## src/rtl/aukv_uart_rx.sv

```systemverilog
// aukv_uart_rx: UART 8N1 receiver.
// A 2-flop synchroniser feeds a mid-bit sampling FSM. Each received byte is
// placed in a one-entry holding register and presented on a valid/ready
// interface. A bad stop bit produces a frame-error pulse. A byte that arrives
// while the holding register is still full produces an overrun pulse.
module aukv_uart_rx #(
  parameter int CLKS_PER_BIT = 434
) (
  input  logic       i_clk,
  input  logic       i_rst,
  input  logic       i_rx,
  output logic [7:0] o_data,
  output logic       o_valid,
  input  logic       i_ready,
  output logic       o_frame_err,
  output logic       o_overrun,
  output logic       o_busy
);

  localparam int CW = $clog2(CLKS_PER_BIT);
  localparam logic [CW-1:0] C_LAST = CW'(CLKS_PER_BIT - 1);
  // The start bit is confirmed half a bit time after its falling edge, so
  // every later sample falls in the middle of its bit.
  localparam logic [CW-1:0] H_LAST = CW'(CLKS_PER_BIT / 2 - 1);

  localparam logic [2:0] S_IDLE  = 3'd0;
  localparam logic [2:0] S_START = 3'd1;
  localparam logic [2:0] S_DATA  = 3'd2;
  localparam logic [2:0] S_STOP  = 3'd3;
  localparam logic [2:0] S_BREAK = 3'd4;

  logic          sync1_q, sync2_q;
  logic [2:0]    state_q, state_d;
  logic [CW-1:0] cnt_q, cnt_d;
  logic [2:0]    bit_q, bit_d;
  logic [7:0]    shift_q, shift_d;
  logic [7:0]    data_q, data_d;
  logic          valid_q, valid_d;
  logic          ferr_q, ferr_d;
  logic          ovr_q, ovr_d;
  logic          busy_q, busy_d;
  logic          deliver, load;

  // Two-flop synchroniser. It resets to the idle (high) line level.
  always_ff @(posedge i_clk or posedge i_rst) begin
    if (i_rst) begin
      sync1_q <= 1'b1;
      sync2_q <= 1'b1;
    end else begin
      sync1_q <= i_rx;
      sync2_q <= sync1_q;
    end
  end

  // Next-state logic for the receive FSM, bit counter and shift register.
  always_comb begin
    state_d = state_q;
    cnt_d   = cnt_q;
    bit_d   = bit_q;
    shift_d = shift_q;
    deliver = 1'b0;
    ferr_d  = 1'b0;
    case (state_q)
      S_IDLE: begin
        if (!sync2_q) begin
          state_d = S_START;
          cnt_d   = '0;
        end
      end
      S_START: begin
        if (cnt_q == H_LAST) begin
          cnt_d = '0;
          if (!sync2_q) begin
            state_d = S_DATA;
            bit_d   = 3'd0;
          end else begin
            state_d = S_IDLE;  // the low level was a glitch, not a start bit
          end
        end else begin
          cnt_d = cnt_q + CW'(1);
        end
      end
      S_DATA: begin
        if (cnt_q == C_LAST) begin
          cnt_d          = '0;
          shift_d[bit_q] = sync2_q;
          bit_d          = bit_q + 3'd1;
          if (bit_q == 3'd7) state_d = S_STOP;
        end else begin
          cnt_d = cnt_q + CW'(1);
        end
      end
      S_STOP: begin
        if (cnt_q == C_LAST) begin
          cnt_d = '0;
          if (sync2_q) begin
            deliver = 1'b1;
            state_d = S_IDLE;
          end else begin
            ferr_d  = 1'b1;
            state_d = S_BREAK;
          end
        end else begin
          cnt_d = cnt_q + CW'(1);
        end
      end
      S_BREAK: begin
        // Wait for the line to return high, so a held-low line (break)
        // does not start a new frame over and over.
        if (sync2_q) state_d = S_IDLE;
      end
      default: state_d = S_IDLE;
    endcase
  end

  // Holding register. A byte is loaded when the slot is empty or is being
  // emptied in the same cycle. Otherwise the new byte is dropped and an
  // overrun is flagged.
  always_comb begin
    load    = deliver & (~valid_q | i_ready);
    ovr_d   = deliver & valid_q & ~i_ready;
    data_d  = load ? shift_q : data_q;
    valid_d = load ? 1'b1 : ((valid_q & i_ready) ? 1'b0 : valid_q);
    busy_d  = (state_d != S_IDLE);
  end

  // Register the FSM, datapath and output flags.
  always_ff @(posedge i_clk or posedge i_rst) begin
    if (i_rst) begin
      state_q <= S_IDLE;
      cnt_q   <= '0;
      bit_q   <= 3'd0;
      shift_q <= 8'h00;
      data_q  <= 8'h00;
      valid_q <= 1'b0;
      ferr_q  <= 1'b0;
      ovr_q   <= 1'b0;
      busy_q  <= 1'b0;
    end else begin
      state_q <= state_d;
      cnt_q   <= cnt_d;
      bit_q   <= bit_d;
      shift_q <= shift_d;
      data_q  <= data_d;
      valid_q <= valid_d;
      ferr_q  <= ferr_d;
      ovr_q   <= ovr_d;
      busy_q  <= busy_d;
    end
  end

  assign o_data      = data_q;
  assign o_valid     = valid_q;
  assign o_frame_err = ferr_q;
  assign o_overrun   = ovr_q;
  assign o_busy      = busy_q;

endmodule

```

## config.mk

```make
export PLATFORM = sky130hd
export DESIGN_NAME = aukv_uart_rx
export DESIGN_NICKNAME = d
export VERILOG_FILES = /design/src/rtl/aukv_uart_rx.sv
export SDC_FILE = /design/constraint.sdc
export NUM_CORES = 1
export LEC_CHECK = 0
export ABC_AREA = 1
export BUFFER_PORTS_ARGS = -buffer_cell sky130_fd_sc_hd__buf_4
export CORE_MARGIN = 2
export CORE_UTILIZATION = 59
export DETAILED_ROUTE_END_ITERATION = 12
export PLACE_DENSITY = 0.83
export SYNTH_ARGS = -nofsm -noshare
export SYNTH_HDL_FRONTEND = slang
export SYNTH_SLANG_ARGS = --single-unit
```

## constraint.sdc

```tcl
create_clock -name i_clk -period 1.7 [get_ports i_clk]
set_clock_uncertainty 0.05 [all_clocks]
set_input_delay 0.17 -clock i_clk [delete_from_list [all_inputs] [get_ports i_clk]]
set_output_delay 0.17 -clock i_clk [all_outputs]
set_load 0.02 [all_outputs]
```

Yosys cells after proc, flatten, opt, wreduce, memory -nomap -nowiden
Cells that the tools add are included.
{"block": "word_totals", "reg_bits": 37, "in_bits": 4, "output_inout_bits": 12, "wordCells": 71}
{"block": "op_classes", "n_eq_ne": 11, "bitwise_logic": 7, "mux": 28, "add_sub_neg": 2, "reduce_logical": 10, "magnitude_cmp": 2}
{"cell": "3-bit 2-to-1 mux", "n": 10}
{"cell": "9-bit 2-to-1 mux", "n": 3}
{"cell": "9-bit one-hot mux with 3 select lines", "n": 1}
{"cell": "3-bit one-hot mux with 5 select lines", "n": 1}
{"cell": "9-bit by 1-bit adder with 9-bit output (second input constant)", "n": 1}
{"cell": "9-bit by 8-bit equality test with 1-bit output (second input constant)", "n": 1}
{"cell": "9-bit equality test (second input constant)", "n": 1}
{"cell": "1-bit 2-to-1 mux", "n": 9}
{"cell": "8-bit bitwise mux", "n": 1}
{"cell": "2-bit inequality test (second input constant)", "n": 4}
{"cell": "3-bit by 2-bit equality test with 1-bit output (second input constant)", "n": 2}
{"cell": "3-bit equality test (second input constant)", "n": 2}
{"cell": "3-bit one-hot mux with 2 select lines", "n": 1}
{"cell": "3-bit nonzero test", "n": 2}
{"cell": "1-bit AND", "n": 4}
{"cell": "3-bit by 4-bit less-than comparator with 1-bit output (second input constant)", "n": 1}
{"cell": "2-bit AND reduction", "n": 2}
{"cell": "4-bit AND reduction", "n": 1}
{"cell": "2-bit nonzero test", "n": 2}
{"cell": "3-bit by 1-bit adder with 3-bit output (second input constant)", "n": 1}
{"cell": "1-bit demux with 3-bit select", "n": 1}
{"cell": "3-bit by 1-bit equality test with 1-bit output (second input constant)", "n": 1}
{"cell": "3-bit by 1-bit >= comparator with 1-bit output (second input constant)", "n": 1}
{"cell": "3-bit zero test", "n": 1}
{"cell": "other kinds (5)", "n": 6}

Depth between registers and ports, before layout
Gate-level depths: netlist of the first run.
{"block": "logic_depth", "word_depth": 5, "mapped_depth": 10, "mapped_depth_nobuf": 10}

Worst setup path after synthesis of the first run
OpenSTA, ideal clock, no wires.
{"block": "synth_timing", "kind": "flip-flop to flip-flop", "from": "register cnt_q[1]", "to": "register data_q[4], in the netlist o_data[4]", "slack_ps": 155, "setup_time_ps": 117, "required_time_ps": 1533, "n_path_buf": 1, "arrival_time_ps": 1378, "synth_period_minus_slack_ps": 1545, "path_stages_with_launch": 11, "cell_sequence": "dfrtp_1 inv_1 ha_1 nand2_1 nor2_4 nand2_4 nor2_4 nand3_4 buf_6 nand2_2 o21ai_2"}
{"block": "synth_via", "elab_chain_len": 4}
{"element": "from (decl)", "line_no": "34", "rtl": "logic [CW-1:0] cnt_q, cnt_d;"}
{"element": "from (signal assigned)", "line_no": "141", "rtl": "cnt_q <= cnt_d;"}
{"element": "9-bit equality test", "line_no": "94", "rtl": "if (cnt_q == C_LAST) begin"}
{"element": "1-bit 2-to-1 mux", "line_no": "94"}
{"element": "1-bit 2-to-1 mux", "line_no": "63", "rtl": "case (state_q)"}
{"element": "1-bit AND", "line_no": "120", "rtl": "load = deliver & (~valid_q | i_ready);"}
{"element": "to (signal assigned)", "line_no": "144", "rtl": "data_q <= data_d;"}
{"element": "to (decl)", "line_no": "37", "rtl": "logic [7:0] data_q, data_d;"}
No other way between the ends.
A chain may end at the register's enable or synchronous reset.

Worst setup path in the final report of the first run
{"block": "layout_timing", "from": "register cnt_q[1]", "to": "register data_q[7], in the netlist o_data[7]"}
Same word-level chain as after synthesis.

==> results of run 1 <==
==> sequential cells by signal (all words and copies together) (netlist names) <==
| name | count |
|---|---|
| state_q | 3 |
| shift_q | 8 |
| cnt_q | 9 |
| o_valid | 1 |
| o_busy | 1 |
| o_overrun | 1 |
| bit_q | 3 |
| o_data | 8 |
| o_frame_err | 1 |
| sync1_q | 1 |
| sync2_q | 1 |
==> placed cells by master, fill, tap and decap left out, types with 2 or more instances in the layout <==
cell type | netlist | final
sky130_fd_sc_hd__buf_4 | 0 | 20
sky130_fd_sc_hd__clkbuf_4 | 0 | 5
sky130_fd_sc_hd__dfrtp_1 | 35 | 34
sky130_fd_sc_hd__dfstp_2 | 2 | 2
sky130_fd_sc_hd__dlygate4sd3_1 | 0 | 2
sky130_fd_sc_hd__ha_1 | 5 | 4
sky130_fd_sc_hd__inv_1 | 43 | 41
sky130_fd_sc_hd__inv_2 | 1 | 3
sky130_fd_sc_hd__nand2_1 | 62 | 57
sky130_fd_sc_hd__nand2_2 | 4 | 9
sky130_fd_sc_hd__nand3_1 | 24 | 23
sky130_fd_sc_hd__nand3_4 | 1 | 2
sky130_fd_sc_hd__nor2_1 | 28 | 27
sky130_fd_sc_hd__nor2_2 | 2 | 2
sky130_fd_sc_hd__nor2_4 | 4 | 5
sky130_fd_sc_hd__nor3_1 | 6 | 6
sky130_fd_sc_hd__o21ai_0 | 8 | 8
sky130_fd_sc_hd__o21ai_1 | 7 | 6
sky130_fd_sc_hd__o21ai_2 | 8 | 9
sky130_fd_sc_hd__xor2_1 | 2 | 2
==> power by group through the flow <==
stage                     Sequential (mW)  Clock (mW)  Combinational [mW]
after global placement              0.904           0              0.0329
final                               0.887       0.632              0.0360
after global routing                0.888       0.689              0.0417
after detailed placement            0.904           0              0.0331
after CTS                           0.887       0.643              0.0369
after floorplan                     0.902           0              0.0201
==> how the worst max path moves through the flow <==
stage              from        end  slack (ns)  cells past startpoint
3_5_place_dp   cnt_q[1]  o_data[6]       -0.01                      9
3_3_place_gp   cnt_q[1]  o_data[2]        0.08                      9
4_1_cts        cnt_q[1]  o_data[6]        0.03                      9
5_1_grt        cnt_q[0]     o_busy       -0.02                      9
6_report       cnt_q[1]  o_data[7]        0.09                      9
2_1_floorplan  cnt_q[1]  o_data[4]        0.15                     10
==> layout make-up <==
cell class / instances / area share [%]
timing repair buffer: 22 / 7.316
tap: 44 / 2.367
sequential: 37 / 39.97
inverter: 44 / 7.101
clock buffer: 7 / 2.367
clock inverter: 1 / 1.291
multi-input combinational: 168 / 39.59
==> layer usage <==
metal  track usage, %  vias to the layer above
met3            6.211                       10
met5                0                        -
met4            9.726                        0
met1            31.60                      789
li1                 -                      837
met2            40.00                       57
==> per-stage QoR <==
stage	utilization (%)	TNS (ns)	power (mW)	setup WS, ns
3_3_place_gp	69.40	0	0.9372	0.07852
4_1_cts	73.35	0	1.567	0.02744
3_5_place_dp	69.40	-0.02219	0.9375	-0.01176
6_report	74.96	0	1.556	0.09349
2_1_floorplan	-	0	0.9222	0.1548
5_1_grt	74.96	-0.04900	1.619	-0.01812
==> kinds of logic after synthesis <==
logic type | count (synthesis)
xor gates and xnor gates | 2
buffers and inverters | 46
DFF | 37
and+or+nand+nor | 134
adders and majority gates | 5
AOI/OAI and AO/OA | 26
==> worst max-delay path, delay by kind of cell, from the launching register on <==
family	cells	cell delay (ns)
AO/OA/AOI/OAI	1	0.06
adder cells (fa/ha/maj)	1	0.15
buffers and inverters	1	0.09
flip-flops	1	0.42
AND/OR/NAND/NOR	6	0.73
==> what timing repair did <==
item / CTS / global route
pin swaps: 0 / 4
resized for setup: 1 / 14
gates cloned: 1 / 0
endpoints found under the hold margin: 36 / 0
hold buffers: 2 / 0
setup buffers: 0 / 1
setup endpoints to repair: 6 / 22
==> results.sh, run 1 <==
export IMPL_result_of_the_run="completed"
export IMPL_tritoncts_num_buffers=5
export IMPL_least_margin_pin_slew_ns=0.4597
export IMPL_synth_xor_xnor_area_share_pct=0.8889
export IMPL_grt_pass1_vias=1509
export IMPL_clock_root_buffer="sky130_fd_sc_hd__clkbuf_4"
export IMPL_synthesized_netlist_cell_count=250
export IMPL_initial_utilization_pct=63.51
export IMPL_wire_length_of_the_first_global_routing_pass_mm=6.755
export IMPL_report_final_slew_viol_count=0
export IMPL_worst_ep_required_time_ns=1.89
export IMPL_placed_area_mm2=0.002153
export IMPL_cp_cell_instances="inv_2, ha_4, nand2_2, nor2_4, nand2_4, nor2_4, nand3_4, nand2_2, o21ai_2"
export IMPL_timing_setup_critical_path_class="reg2reg"
export IMPL_dp_hpwl_mm=2.912
export IMPL_worst_flop_to_flop_path_startpoint="cnt_q[1]"
export IMPL_die_h_um=61.80
export IMPL_yosysTopAreaCellShare_pct=44.44
export IMPL_maxCapViolCount=0
export IMPL_clock_power_share_pct=40.6
export IMPL_dr_wl_met2_mm=2.030
export IMPL_path_clk_slew_ns=0.10
export IMPL_cts_max_path_buffers=2
export IMPL_synth_ff_type="sky130_fd_sc_hd__dfrtp_1"
export IMPL_pwr_share_comb_pct=2.3
export IMPL_placement_io_buffers=15
export IMPL_grt_total_ovfl=0
export IMPL_holdPathStages=4
export IMPL_critPathLaunchType="flip-flop"
export IMPL_post_synth_top_count_cell="sky130_fd_sc_hd__nand2_1"
export IMPL_period_needed_ns=1.607
export IMPL_max_frequency_mhz=622.5
export IMPL_drc=0
export IMPL_timing_reg2reg_setup_slack_ns=0.09
export IMPL_design_final_nets=287
export IMPL_ys_top_cells_by_count="sky130_fd_sc_hd__nand2_1 (62), sky130_fd_sc_hd__inv_1 (43), sky130_fd_sc_hd__dfrtp_1 (35), sky130_fd_sc_hd__nor2_1 (28), sky130_fd_sc_hd__nand3_1 (24)"
export IMPL_hold_slack_ns=0.2337
export IMPL_drt_vias_per_instance=5.241
export IMPL_max_stage_delay_ns=0.42
export IMPL_die_w_um=61.80
export IMPL_total_area_of_multi_input_combinational_cells_um2=920.9
export IMPL_gp_congestion=0.9378
export IMPL_ff2ff_path_depth=9
export IMPL_numClockSinks=37
export IMPL_arrival_ns=1.80
export IMPL_grt_start_max_net_pins=38
export IMPL_seq_power_share_pct=57.0
export IMPL_leakage_nw=1.183
export IMPL_post_route_cell_area_mm2=0.002326
export IMPL_power_density_cell_area_mw_per_mm2=668.9
export IMPL_row_count=20
export IMPL_internal_power_mw=1.247
export IMPL_synth_simple_area_share_pct=31.24
export IMPL_clock_insertion_delay_worst_skew_ns=0.34
export IMPL_routed_wl_met3_um=182
export IMPL_wl_met1_mm=1.831
export IMPL_num_io_pins=16
export IMPL_synth_cell_area_mm2=0.001971
export IMPL_final_layout_size_suffix_gt1_share_pct=23.30
export IMPL_stdcell_count=323
export IMPL_synth_seq_cells=37
export IMPL_synthArstFlopShare_pct=100.0
export IMPL_r2r_end="o_data[7]"
export IMPL_worst_hold_path_type="in2reg"
export IMPL_ant_nets=0
export IMPL_highest_net_fanout_along_the_worst_path=8
export IMPL_number_of_enable_type_register_cells_in_the_synthesized_netlist=0
export IMPL_critical_path_slowest_cell="sky130_fd_sc_hd__dfrtp_1"
export IMPL_drtIter0Drc=87
export IMPL_fill_cells=225
export IMPL_insertedDiodeCount=0
export IMPL_synth_compound_area_share_pct=8.444
export IMPL_relSlewSlack_pct=69.35
export IMPL_report_final_hold_viol_count=0
export IMPL_power_switching_mw=0.3092
export IMPL_coreArea_mm2=0.003103
export IMPL_top_layer_used_by_detailed_routing="met4"
export IMPL_synth_top_cells_by_area="sky130_fd_sc_hd__dfrtp_1 (44%), sky130_fd_sc_hd__nand2_1 (12%), sky130_fd_sc_hd__inv_1 (8.2%)"
export IMPL_largest_vdd_supply_drop_uv=550.3
export IMPL_syn_mean_instance_area_um2=7.883
export IMPL_tritoncts="yes"
export IMPL_worst_hold_startpoint="i_ready"
export IMPL_synth_lib_cells_used_distinct=25
export IMPL_timing_final_setup_violations=0
export IMPL_post_route_period_util_pct=94.50
export IMPL_yosysWarningCount=0
export IMPL_antenna_found_initial=0
export IMPL_syn_num_nets=259
export IMPL_synth_adder_area_share_pct=3.175
export IMPL_multiplexer_share_of_the_synthesized_area_pct=0
export IMPL_power_switching_share_pct=19.87
export IMPL_worst_hold_path_endpoint="o_overrun"
export IMPL_combinational_family_with_the_most_area_after_synthesis="simple AND/OR/NAND/NOR gates"
export IMPL_layout_area_overhead_vs_synth_pct=18.03
export IMPL_placed_insts=311
export IMPL_synthDominantAreaCellType="sky130_fd_sc_hd__dfrtp_1"
export IMPL_design_die_area_mm2=0.003819
export IMPL_seq_area_um2=929.6
export IMPL_timing_critical_path_to_type="flip-flop"
export IMPL_dr_total_vias=1693
export IMPL_synth_seq_area_share_pct=47.11
export IMPL_route_final_wire_length_mm=4.142
export IMPL_grt_usage_pct=24.60
export IMPL_wire_per_inst_um=12.82
export IMPL_detail_route_first_pass_iterations=4
export IMPL_h_tree_depth=2
Power figures use the tool's default switching activity.
==> inputs of run 2 (changes only) <==
--- a/config.mk
+++ b/config.mk
@@ -8,9 +8,9 @@
 export ABC_AREA = 1
 export BUFFER_PORTS_ARGS = -buffer_cell sky130_fd_sc_hd__buf_4
 export CORE_MARGIN = 2
-export CORE_UTILIZATION = 59
+export CORE_UTILIZATION = 25
 export DETAILED_ROUTE_END_ITERATION = 12
-export PLACE_DENSITY = 0.83
+export PLACE_DENSITY = 0.44
 export SYNTH_ARGS = -nofsm -noshare
 export SYNTH_HDL_FRONTEND = slang
 export SYNTH_SLANG_ARGS = --single-unit
==> run 2 against run 1 <==
  * Combinational power increased by 5%
  * Critical path depth stayed put
  * Setup slack improved by 0.026 ns
  * Clock power shrank 2%
  * Critical path type unchanged
  * Total power decreased by 0.90%
  * Highest routed layer unchanged
  * Count of clock-buffer cells in the layout decreased by 2
  * Flip-flop and latch count did not move
==> results.sh, run 2 (synthesis gave the netlist of run 1 again) <==
export IMPL_worst_hold_startpoint="i_ready"
export IMPL_dp_hpwl_mm=3.017
export IMPL_clock_root_buffer="sky130_fd_sc_hd__clkbuf_8"
export IMPL_max_stage_delay_ns=0.39
export IMPL_worst_flop_to_flop_path_startpoint="cnt_q[1]"
export IMPL_dr_total_vias=1570
export IMPL_hold_slack_ns=0.2808
export IMPL_largest_register="cnt_q"
export IMPL_design_die_area_mm2=0.008609
export IMPL_seq_area_um2=930.9
export IMPL_placed_area_mm2=0.002241
export IMPL_die_w_um=92.79
export IMPL_critical_path_slowest_cell="sky130_fd_sc_hd__dfrtp_1"
export IMPL_grt_pass1_vias=1535
export IMPL_timing_reg2reg_setup_slack_ns=0.12
export IMPL_timing_critical_path_to_type="flip-flop"
export IMPL_design_final_nets=289
export IMPL_cp_cell_instances="inv_2, ha_4, nand2_2, nor2_4, nand2_4, nor2_4, nand3_4, nand2_2, o21ai_2"
export IMPL_initial_utilization_pct=25.63
export IMPL_arrival_ns=1.71
export IMPL_post_route_period_util_pct=92.97
export IMPL_layout_cells_most_common_list="sky130_fd_sc_hd__nand2_1 (52), sky130_fd_sc_hd__inv_1 (39), sky130_fd_sc_hd__dfrtp_1 (33)"
export IMPL_path_clk_slew_ns=0.08
export IMPL_report_final_slew_viol_count=0
export IMPL_die_h_um=92.79
export IMPL_most_common_cell_after_layout_fill_and_taps_aside="sky130_fd_sc_hd__nand2_1"
export IMPL_worst_ep_required_time_ns=1.83
export IMPL_post_route_cell_area_mm2=0.002440
export IMPL_coreArea_mm2=0.007687
export IMPL_maxCapViolCount=0
export IMPL_largest_vdd_supply_drop_uv=269.2
export IMPL_fill_cells=842
export IMPL_timing_setup_critical_path_class="reg2reg"
export IMPL_wire_per_inst_um=11.29
export IMPL_placement_io_buffers=15
export IMPL_finalSetupTns_ns=0
export IMPL_insertedDiodeCount=0
export IMPL_timing_final_setup_violations=0
export IMPL_worst_hold_path_type="in2reg"
export IMPL_max_frequency_mhz=632.7
export IMPL_ff2ff_path_depth=9
export IMPL_total_area_of_multi_input_combinational_cells_um2=944.7
export IMPL_r2r_end="o_data[4]"
export IMPL_drtIter0Drc=43
export IMPL_antenna_found_initial=0
export IMPL_layout_area_overhead_vs_synth_pct=23.81
export IMPL_numClockSinks=37
export IMPL_drc=0
export IMPL_report_final_hold_viol_count=0
export IMPL_period_needed_ns=1.581
export IMPL_holdPathStages=4
export IMPL_leakage_nw=1.190
export IMPL_clock_insertion_delay_worst_skew_ns=0.29
export IMPL_relSlewSlack_pct=67.51
export IMPL_cts_max_path_buffers=2
export IMPL_least_margin_pin_slew_ns=0.4874
export IMPL_final_critical_path_setup_slack_ns=0.1195
export IMPL_gp_congestion=0.7585
export IMPL_h_tree_depth=2
export IMPL_ant_nets=0
export IMPL_worst_hold_path_endpoint="o_overrun"
export IMPL_stdcell_count=383
export IMPL_drt_vias_per_instance=4.099
export IMPL_num_io_pins=16
export IMPL_highest_net_fanout_along_the_worst_path=8
export IMPL_grt_start_max_net_pins=38
export IMPL_tritoncts_num_buffers=5
export IMPL_power_density_cell_area_mw_per_mm2=631.9
export IMPL_wire_length_of_the_first_global_routing_pass_mm=7.148
export IMPL_final_layout_size_suffix_gt1_share_pct=27.76
export IMPL_critPathLaunchType="flip-flop"
export IMPL_tritoncts="yes"
export IMPL_route_final_wire_length_mm=4.325
export IMPL_result_of_the_run="completed"
export IMPL_largest_register_ff_count=9
export IMPL_detail_route_first_pass_iterations=4
export IMPL_placed_insts=371
export IMPL_grt_usage_pct=10.52
export IMPL_dp_slack_ns=0.01374
export IMPL_row_count=32
export IMPL_grt_total_ovfl=0
run 2: stage by stage:
step           util [%]  power, mW
2_1_floorplan         -     0.9222
3_3_place_gp      29.15     0.9390
3_5_place_dp      29.15     0.9396
4_1_cts           30.53      1.571
5_1_grt           31.74      1.600
6_report          31.74      1.542
run 2: area by class of cell:
type                            count  share of cell area, %
Multi-Input combinational cell    168                  38.72
Timing Repair Buffer               24                  7.590
Tap cell                          102                  5.231
Inverter                           44                  6.769
Clock buffer                        5                  2.821
Sequential cell                    37                  38.15
Clock inverter                      3                 0.7179
run 2: where the power goes:
part / switching [mW] / internal [mW]
clock network: 0.334 / 0.283
registers: 0.00272 / 0.884
logic: 0.0263 / 0.0115
run 2: metal layers:
layer,GRT usage [%],part of all wire [%],up-vias
li1,-,-,833
met1,13.97,49,714
met2,16.97,47,19
met3,2.197,2.4,4
met4,3.676,1.5,0
met5,0,0,-
run 2: critical path, delay by kind of cell, from the launching register on:
family / cells / cell delay [ns]
AO/OA/AOI/OAI: 1 / 0.05
adder cells (fa/ha/maj): 1 / 0.13
buffers and inverters: 1 / 0.09
flip-flops: 1 / 0.39
AND/OR/NAND/NOR: 6 / 0.75
run 2: worst max-delay path by stage:
stage	start	end
finish	cnt_q[1]	o_data[4]
global placement	cnt_q[1]	o_data[0]
detailed placement	cnt_q[1]	o_data[0]
CTS	cnt_q[1]	o_data[2]
floorplan	cnt_q[1]	o_data[4]
global route	cnt_q[0]	cnt_q[7]
run 2: timing repair:
action                     CTS  global route
setup endpoints to repair    0            22
hold endpoints to repair    36             0
hold buffers                 2             0
buffers inserted             0             1
resized for setup            0            26
==> inputs of run 3 (changes only) <==
--- a/config.mk
+++ b/config.mk
@@ -7,10 +7,11 @@
 export LEC_CHECK = 0
 export ABC_AREA = 1
 export BUFFER_PORTS_ARGS = -buffer_cell sky130_fd_sc_hd__buf_4
+export CORE_ASPECT_RATIO = 0.5
 export CORE_MARGIN = 2
-export CORE_UTILIZATION = 25
+export CORE_UTILIZATION = 45
 export DETAILED_ROUTE_END_ITERATION = 12
-export PLACE_DENSITY = 0.44
+export PLACE_DENSITY = 0.67
 export SYNTH_ARGS = -nofsm -noshare
 export SYNTH_HDL_FRONTEND = slang
 export SYNTH_SLANG_ARGS = --single-unit
==> run 3 against run 2 <==
  * Design area fell by 4.4%
  * Sequential power is essentially flat
  * First-iteration DRC count increased by 84%
  * Total power shrank 0.87%
  * Highest routed layer unchanged
  * Maximum frequency is 2.0% lower
  * Sequential share of layout area is 1.7 points higher
  * Routed wire length is 11% lower
  * Hold slack better by 0.0087 ns
  * Clock power is 2% lower
  * Global-route usage rose by 7.6 points
  * Critical path depth is the same
==> results.sh, run 3 (synthesis gave the netlist of run 1 again) <==
export IMPL_largest_register="cnt_q"
export IMPL_ff2ff_path_depth=9
export IMPL_largest_register_ff_count=9
export IMPL_power_switching_share_pct=22.91
export IMPL_globalRouteMet2Util_pct=29.43
export IMPL_globalRoute_busiestLayer="met2"
export IMPL_critPathLaunchType="flip-flop"
export IMPL_period_needed_ns=1.612
export IMPL_drt_vias_per_instance=4.997
export IMPL_initial_utilization_pct=48.73
export IMPL_grt_util_met1_pct=23.77
export IMPL_result_of_the_run="completed"
export IMPL_ant_nets=0
export IMPL_cts_setup_buffers=0
export IMPL_layout_cells_most_common_list="sky130_fd_sc_hd__nand2_1 (55), sky130_fd_sc_hd__inv_1 (40), sky130_fd_sc_hd__dfrtp_1 (34)"
export IMPL_r2r_end="o_data[3]"
export IMPL_num_io_pins=16
export IMPL_grt_total_ovfl=0
export IMPL_route_final_wire_length_mm=3.868
export IMPL_holdPathStages=4
export IMPL_relSlewSlack_pct=69.39
export IMPL_worst_hold_startpoint="i_ready"
export IMPL_worst_flop_to_flop_path_startpoint="cnt_q[1]"
export IMPL_grt_usage_pct=18.15
export IMPL_wire_length_of_the_first_global_routing_pass_mm=7.010
export IMPL_leakage_nw=1.172
export IMPL_worst_hold_path_type="in2reg"
export IMPL_clock_root_buffer="sky130_fd_sc_hd__clkbuf_8"
export IMPL_timing_critical_path_to_type="flip-flop"
export IMPL_coreArea_mm2=0.004044
export IMPL_worst_hold_path_endpoint="o_overrun"
export IMPL_detail_route_first_pass_iterations=4
export IMPL_die_w_um=97.59
export IMPL_power_density_cell_area_mw_per_mm2=655.0
export IMPL_grt_start_max_net_pins=38
export IMPL_numClockSinks=37
export IMPL_cp_top_family="simple AND/OR/NAND/NOR gates"
export IMPL_timing_reg2reg_setup_slack_ns=0.09
export IMPL_report_final_slew_viol_count=0
export IMPL_arrival_ns=1.76
export IMPL_power_switching_mw=0.3502
export IMPL_seq_power_share_pct=58.0
export IMPL_timing_final_setup_violations=0
export IMPL_internal_power_mw=1.178
export IMPL_wire_per_inst_um=11.65
export IMPL_die_h_um=50.80
export IMPL_final_layout_size_suffix_gt1_share_pct=24.10
export IMPL_path_clk_slew_ns=0.08
export IMPL_dr_total_vias=1659
export IMPL_pwr_share_comb_pct=2.4
export IMPL_least_margin_pin_slew_ns=0.4591
export IMPL_max_frequency_mhz=620.2
export IMPL_clock_insertion_delay_worst_skew_ns=0.30
export IMPL_grt_pass1_vias=1549
export IMPL_gp_congestion=0.8873
export IMPL_timing_setup_critical_path_class="reg2reg"
export IMPL_drc=0
export IMPL_highest_net_fanout_along_the_worst_path=8
export IMPL_dp_hpwl_mm=2.705
export IMPL_finalSetupTns_ns=0
export IMPL_post_route_period_util_pct=94.85
export IMPL_tritoncts="yes"
export IMPL_cp_cell_instances="inv_2, ha_4, nand2_2, nor2_4, nand2_4, nor2_4, nand3_4, nand2_2, o21ai_2"
export IMPL_clock_power_share_pct=39.6
export IMPL_totalPowerFinal_mw=1.528
export IMPL_worst_path_buf_inv=1
export IMPL_design_final_nets=286
export IMPL_max_stage_delay_ns=0.40
export IMPL_layout_area_overhead_vs_synth_pct=18.41
export IMPL_insertedDiodeCount=0
export IMPL_largest_vdd_supply_drop_uv=255.7
export IMPL_placement_io_buffers=15
export IMPL_met3_usage_pct=5.432
export IMPL_design_die_area_mm2=0.004957
export IMPL_row_count=16
export IMPL_antenna_found_initial=0
export IMPL_maxCapViolCount=0
export IMPL_critical_path_slowest_cell="sky130_fd_sc_hd__dfrtp_1"
export IMPL_cts_max_path_buffers=2
export IMPL_most_common_cell_after_layout_fill_and_taps_aside="sky130_fd_sc_hd__nand2_1"
export IMPL_tritoncts_num_buffers=5
export IMPL_h_tree_depth=2
export IMPL_report_final_hold_viol_count=0
export IMPL_worst_ep_required_time_ns=1.85
export IMPL_drtIter0Drc=79
run 3: cell count changes in the layout (fill, tap and decap cells not counted), moves of 2 or more:
cell                      delta
sky130_fd_sc_hd__buf_4       -3
sky130_fd_sc_hd__o21ai_1     +2
sky130_fd_sc_hd__nand2_1     +3
sky130_fd_sc_hd__o21ai_2     -2
sky130_fd_sc_hd__nand2_2     -3
run 3: through the flow:
| stage | worst slack (ns) | std cells | utilization (%) | cell area (um2) | hold slack (ns) |
|---|---|---|---|---|---|
| 6_report | 0.08759 | 332 | 57.70 | 2333 | 0.2896 |
| 5_1_grt | -0.01360 | 332 | 57.70 | 2333 | 0.3175 |
| 4_1_cts | 0.01757 | 332 | 56.62 | 2290 | 0.2762 |
| 3_5_place_dp | -0.004899 | 321 | 53.56 | 2166 | 0.2320 |
| 3_3_place_gp | 0.05156 | 321 | 53.56 | 2166 | 0.2286 |
| 2_1_floorplan | 0.1548 | 250 | - | 1971 | 0.1245 |
run 3: timing repair:
item / in CTS / in global routing
pin swaps: 0 / 4
cloned: 1 / 0
endpoints found under the setup margin: 6 / 25
resized for setup: 1 / 16
hold buffers: 2 / 0
endpoints found under the hold margin: 36 / 0
run 3: worst register-to-register path, delay by kind of cell (launching register included):
family,cells,cell delay [ns]
AO/OA/AOI/OAI,1,0.05
AND/OR/NAND/NOR,6,0.76
buffers and inverters,1,0.10
flip-flops,1,0.40
adder cells (fa/ha/maj),1,0.15
run 3: power groups by stage:
stage               registers [mW]  logic (mW)  clock network [mW]
floorplan                    0.902      0.0201                   0
CTS                          0.887      0.0381               0.623
global placement             0.904      0.0330                   0
finish                       0.887      0.0365               0.605
global route                 0.887      0.0436               0.663
detailed placement           0.904      0.0344                   0
run 3: per-layer routing:
metal | part of all wire (%) | up-vias
met5 | 0 | -
met4 | 0.72 | 0
met3 | 4.6 | 4
met1 | 49 | 788
met2 | 46 | 31
li1 | - | 836
run 3: layout make-up:
class                   instances  area [um2]
fillers                       346        1710
repair buffers                 21       162.7
flip-flops and latches         37       929.6
inverters                      44       165.2
multi-input cells             168       922.1
clock buffers                   5       68.82
clock inverters                 3       17.52
well taps                      54       67.56
run 3: worst max-delay path by stage:
stage / slack (ns) / depth (start not counted) / end / start
floorplan: 0.15 / 10 / o_data[4] / cnt_q[1]
detailed placement: -0.005 / 9 / o_data[1] / cnt_q[1]
global placement: 0.05 / 9 / o_data[0] / cnt_q[1]
global route: -0.01 / 9 / o_data[3] / cnt_q[1]
finish: 0.09 / 9 / o_data[3] / cnt_q[1]
CTS: 0.02 / 9 / o_data[1] / cnt_q[1]
